## src/rtl/ysyx_22050019_axi_isram_rd.sv

```systemverilog
// rtl/ysyx_22050019_axi_isram_rd.sv - single-outstanding AXI4-Lite read responder over a sync SRAM
// Optional misaligned-fetch SLVERR check: define YSYX_22050019_ISRAM_ALIGN_CHECK_EN.
module ysyx_22050019_axi_isram_rd #(
   parameter logic [63:0] ADDR_BASE = 64'h80000000,
   parameter int          MEM_AW    = 16,
   parameter int          LATENCY   = 0
) (
   input  logic              clk,
   input  logic              rst_n,
   input  logic [63:0]       s_axi_araddr,
   input  logic              s_axi_arvalid,
   output logic              s_axi_arready,
   output logic [63:0]       s_axi_rdata,
   output logic [1:0]        s_axi_rresp,
   output logic              s_axi_rvalid,
   input  logic              s_axi_rready,
   output logic              sram_en,
   output logic [MEM_AW-1:0] sram_addr,
   input  logic [63:0]       sram_rdata
);

   typedef enum logic [1:0] {IDLE, WAIT, RESP} state_t;

   localparam logic [1:0] RESP_OKAY   = 2'b00;
   localparam logic [1:0] RESP_SLVERR = 2'b10;
   localparam logic [1:0] RESP_DECERR = 2'b11;

   state_t      state_q, state_d;
   logic [3:0]  cnt_q, cnt_d;
   logic        first_q, first_d;
   logic        dec_q, dec_d;
   logic        slv_q, slv_d;
   logic [63:0] rdata_q, rdata_d;
   logic [1:0]  rresp_q, rresp_d;

   logic [64:0] diff;
   logic        in_range;
   logic        misalign;
   logic        unused_bits;

   // Bit 64 is the borrow: set when araddr lies below the window base.
   assign diff        = {1'b0, s_axi_araddr} - {1'b0, ADDR_BASE};
   assign in_range    = !diff[64] && (diff[63:MEM_AW+3] == '0);
   assign sram_addr   = diff[MEM_AW+2:3];
   assign unused_bits = ^diff[2:0];

`ifdef YSYX_22050019_ISRAM_ALIGN_CHECK_EN
   assign misalign = (s_axi_araddr[1:0] != 2'b00);
`else
   assign misalign = 1'b0;
`endif

   always_ff @(posedge clk or negedge rst_n) begin
      if (!rst_n) begin
         state_q <= IDLE;
         cnt_q   <= '0;
         first_q <= 1'b0;
         dec_q   <= 1'b0;
         slv_q   <= 1'b0;
         rdata_q <= '0;
         rresp_q <= RESP_OKAY;
      end else begin
         state_q <= state_d;
         cnt_q   <= cnt_d;
         first_q <= first_d;
         dec_q   <= dec_d;
         slv_q   <= slv_d;
         rdata_q <= rdata_d;
         rresp_q <= rresp_d;
      end
   end

   always_comb begin
      state_d = state_q;
      cnt_d   = cnt_q;
      first_d = 1'b0;
      dec_d   = dec_q;
      slv_d   = slv_q;
      rdata_d = rdata_q;
      rresp_d = rresp_q;
      sram_en = 1'b0;
      case (state_q)
         IDLE: begin
            sram_en = s_axi_arvalid && in_range && !misalign;
            if (s_axi_arvalid) begin
               dec_d   = !in_range;
               slv_d   = misalign;
               cnt_d   = 4'(LATENCY);
               first_d = 1'b1;
               state_d = WAIT;
            end
         end
         WAIT: begin
            // SRAM output is only valid in the cycle right after the access edge.
            if (first_q) begin
               if (dec_q) begin
                  rdata_d = '0;
                  rresp_d = RESP_DECERR;
               end else if (slv_q) begin
                  rdata_d = '0;
                  rresp_d = RESP_SLVERR;
               end else begin
                  rdata_d = sram_rdata;
                  rresp_d = RESP_OKAY;
               end
            end
            if (cnt_q == 4'd0) state_d = RESP;
            else               cnt_d   = cnt_q - 4'd1;
         end
         RESP: begin
            if (s_axi_rready) state_d = IDLE;
         end
         default: state_d = IDLE;
      endcase
   end

   assign s_axi_arready = (state_q == IDLE);
   assign s_axi_rvalid  = (state_q == RESP);
   assign s_axi_rdata   = rdata_q;
   assign s_axi_rresp   = rresp_q;

endmodule

```

## config.mk

```make
export PLATFORM = sky130hd
export DESIGN_NAME = ysyx_22050019_axi_isram_rd
export DESIGN_NICKNAME = d
export VERILOG_FILES = /design/src/rtl/ysyx_22050019_axi_isram_rd.sv
export SDC_FILE = /design/constraint.sdc
export NUM_CORES = 1
export LEC_CHECK = 0
export ABC_AREA = 1
export BUFFER_PORTS_ARGS = -buffer_cell sky130_fd_sc_hd__buf_2
export CORE_MARGIN = 2
export CORE_UTILIZATION = 45
export CTS_CLUSTER_DIAMETER = 30
export CTS_CLUSTER_SIZE = 16
export DETAILED_ROUTE_END_ITERATION = 12
export PLACE_DENSITY_LB_ADDON = 0.12
export SLEW_MARGIN = 0
export SYNTH_ARGS = -nofsm -noshare
export SYNTH_HDL_FRONTEND = slang
export SYNTH_SLANG_ARGS = --single-unit
export TNS_END_PERCENT = 10
```

## constraint.sdc

```tcl
create_clock -name clk -period 4.2 [get_ports clk]
set_clock_uncertainty 0.15 [all_clocks]
set_input_delay 0.84 -clock clk [delete_from_list [all_inputs] [get_ports clk]]
set_output_delay 0.84 -clock clk [all_outputs]
set_load 0.005 [all_outputs]
```

==> impl_metrics.env <==
export IMPL_status="completed"
export IMPL_dp_slack_ps=866
export IMPL_postCtsSetupBuffers=0
export IMPL_dieArea_sq_um=9220
export IMPL_worstMarginPinSlew_ps=999
export IMPL_start_util_pct=46.4
export IMPL_end_kind="primary output"
export IMPL_nets=723
export IMPL_p_leak_nw=2.71
export IMPL_path_clk_slew_ps=80
export IMPL_hold_path_class="reg -> reg"
export IMPL_holdBufCountCts=0
export IMPL_cts_tree="done"
export IMPL_antenna_found_initial=0
export IMPL_max_slew_margin_pct=33.4
export IMPL_dp_hpwl_mm=7.56
export IMPL_maxCapViolCount=0
export IMPL_synthArstFlopShare_pct=100
export IMPL_synth_top_family_by_area="simple AND/OR/NAND/NOR gates"
export IMPL_wl_met1_mm=4.34
export IMPL_power_density_nw_per_um2=353
export IMPL_drc=0
export IMPL_cts_buffer_depth=2
export IMPL_synth_fa_ha_area_share_pct=0.656
export IMPL_cpPeakStageDelay_ps=210
export IMPL_core_area_sq_um=8220
export IMPL_wl_met2_mm=4.71
export IMPL_dr_wl_met3_microns=693
export IMPL_crit_chain="buf_2 > nor2_2 > nand2_2 > nor2_4 > nand3_1 > nand2_1 > nand4_1 > nor3_1 > nand3_1 > nor2_1 > buf_2"
export IMPL_whs_path_depth=1
export IMPL_cp_max_fo=4
export IMPL_hold_start="s_axi_rdata[58]"
export IMPL_cts_resized=0
export IMPL_first_global_vias=3336
export IMPL_hold_viol=0
export IMPL_postRouteAntennaNets=0
export IMPL_cts_sinks=73
export IMPL_combPwrFrac_pct=24.1
export IMPL_yosysSeqAreaShare_pct=47.9
export IMPL_layout_min_cycle_time_ps=3380
export IMPL_tns_ps=0
export IMPL_pwr_share_clk_pct=27.4
export IMPL_reg2reg_slack_ps=1910
export IMPL_required_ps=3210
export IMPL_vias_per_cell=5.14
export IMPL_ys_ff_latch=73
export IMPL_num_rows=33
export IMPL_synth_area_top_cells="dfrtp_1 (48%), a22o_1 (15%), nor2_1 (7.1%), nand2_1 (7.0%), buf_4 (3.3%)"
export IMPL_firstDrtPassIters=4
export IMPL_synth_top_area_share_pct=47.9
export IMPL_synth_cell_types=29
export IMPL_netlist_instances=425
export IMPL_synth_compound_area_share_pct=16.6
export IMPL_syn_nets=559
export IMPL_highest_layer="met4"
export IMPL_setup_viol=0
export IMPL_grt_max_degree=66
export IMPL_gp_congestion=1.00
export IMPL_track_usage_pct=20.9
export IMPL_swShare_pct=31.0
export IMPL_clk_latency_ps=330
export IMPL_min_to="s_axi_rdata[58]"
export IMPL_worstReg2RegStart="state_q[1]"
export IMPL_p_int_w=0.00119
export IMPL_vdd_drop_max_uv=195
export IMPL_die_width_microns=96.0
export IMPL_fin_crit_sh_pct=80.5
export IMPL_synth_edf_count=0
export IMPL_drt_total_wl_mm=9.90
export IMPL_cp_arrival_ps=2390
export IMPL_drive_gt1_share_pct=38.0
export IMPL_ys_flop_type="dfrtp_1"
export IMPL_die_h_microns=96.0
export IMPL_grt_ovfl_total=0
export IMPL_switching_power_w=0.000533
export IMPL_drv_slew=0
export IMPL_ctsRootBufferMaster="clkbuf_8"
export IMPL_cts_htree_levels=3
export IMPL_synth_top_cell_by_area="dfrtp_1"
export IMPL_wl_per_cell_microns=14.2
export IMPL_path_class="in -> out"
export IMPL_grt_pass1_wl_mm=15.1
export IMPL_drt_iter0_drc=147
export IMPL_syn_area_per_cell_sq_um=8.97
export IMPL_antenna_cells=0
export IMPL_synth_xor_area_share_pct=0.230
export IMPL_synth_area_sq_um=3810
export IMPL_vias=3594
export IMPL_area_growth_syn_to_layout_pct=27.6
export IMPL_timing_final_ws_setup_ps=818
export IMPL_io_pins=217
export IMPL_yosys_area_share_simple_pct=26.8
export IMPL_critPathLaunch="s_axi_araddr[36]"
export IMPL_rsz0062_at_grt="no"
export IMPL_cts_buffers=9
export IMPL_yosys_warnings=0
export IMPL_r2r_cells=7
export IMPL_crit_slowest_cell="nor3_1"
export IMPL_clock_fmax_mhz=296
export IMPL_numPortBuffers=181
export IMPL_r2r_end="s_axi_rdata[56]"
export IMPL_start_kind="input pin"
export IMPL_p_seq_share_pct=48.4
export IMPL_synthMuxAreaShare_pct=0
export IMPL_nFillCells=780
==> power groups by stage <==
stage / Sequential (W) / Clock [W] / Combinational [W]
after floorplan: 0.000848 / 0 / 0.000232
after global placement: 0.000842 / 0 / 0.000412
after detailed placement: 0.000845 / 0 / 0.000417
after CTS: 0.000832 / 0.000494 / 0.000421
after global routing: 0.000843 / 0.000523 / 0.000471
final: 0.000832 / 0.000471 / 0.000415
==> cell usage after synthesis, types with 2 or more instances <==
library cell / number
a21oi_1: 4
a22o_1: 64
buf_2: 7
buf_4: 17
clkbuf_1: 6
dfrtp_1: 73
ha_1: 2
inv_1: 29
nand2_1: 71
nand2_2: 6
nand2_4: 3
nand3_1: 17
nand3_2: 2
nand3b_1: 10
nand4_1: 10
nor2_1: 72
nor2_2: 5
nor2_4: 6
nor3_1: 7
o21ai_0: 3
o21ai_1: 3
==> sequential cells by signal, summed over array words and instances (netlist names) <==
signal	count
state_q	2
first_q	1
s_axi_rresp	1
s_axi_rdata	64
cnt_q	4
dec_q	1
==> through the flow <==
stage	hold WS, ps	utilization [%]	cell area, sq um	total power [W]	std cells
after floorplan	324	-	3810	0.00108	425
after global placement	333	57.1	4690	0.00125	683
after detailed placement	335	57.1	4690	0.00126	683
after CTS	357	59.2	4860	0.00175	699
after global routing	366	59.2	4860	0.00184	699
final	351	59.2	4860	0.00172	699
==> how the worst max path moves through the flow <==
stage / to / depth (start not counted)
2_1_floorplan: sram_en / 9
3_3_place_gp: sram_en / 11
3_5_place_dp: sram_en / 11
4_1_cts: sram_en / 11
5_1_grt: sram_en / 11
6_report: sram_en / 11
==> cell type report <==
cell class / instances / area (sq um) / area share [%]
well taps: 105 / 131 / 2.70
repair buffers: 184 / 928 / 19.1
flip-flops and latches: 73 / 1830 / 37.6
multi-input cells: 292 / 1700 / 34.9
clock buffers: 10 / 128 / 2.62
inverters: 29 / 109 / 2.24
clock inverters: 6 / 42.5 / 0.875
==> routing by layer <==
metal	up-vias	track usage [%]
met1	1661	27.5
met5	-	0
li1	1768	-
met2	149	34.2
met3	16	4.78
met4	0	6.43
==> kinds of logic (layout without fill, tap and decap cells) <==
family / count (synthesis) / count (layout)
AO/OA/AOI/OAI: 77 / 77
XOR/XNOR: 1 / 1
adder cells (fa/ha/maj): 2 / 2
buffers and inverters: 60 / 229
flip-flops: 73 / 73
AND/OR/NAND/NOR: 212 / 212
==> worst max-delay path: cells and delay by family <==
family / cells / cell delay [ps]
buffers and inverters: 2 / 250
and+or+nand+nor: 9 / 1300
==> layout by cell type (no fill, tap or decap), types with 3 or more instances in the layout <==
cell type    n
dfrtp_1     73
nor3_1       7
clkbuf_8     9
nor2_2       5
buf_4        3
o21ai_1      3
a22o_1      64
nand4_1     10
nand3_1     17
nand3b_1    10
nor2_4       7
nor2_1      71
nand2_2      7
nand2_1     70
a21oi_1      4
inv_1       29
buf_2      181
o21ai_0      3
nand2_4      3
(Power assumes the default switching activity.)
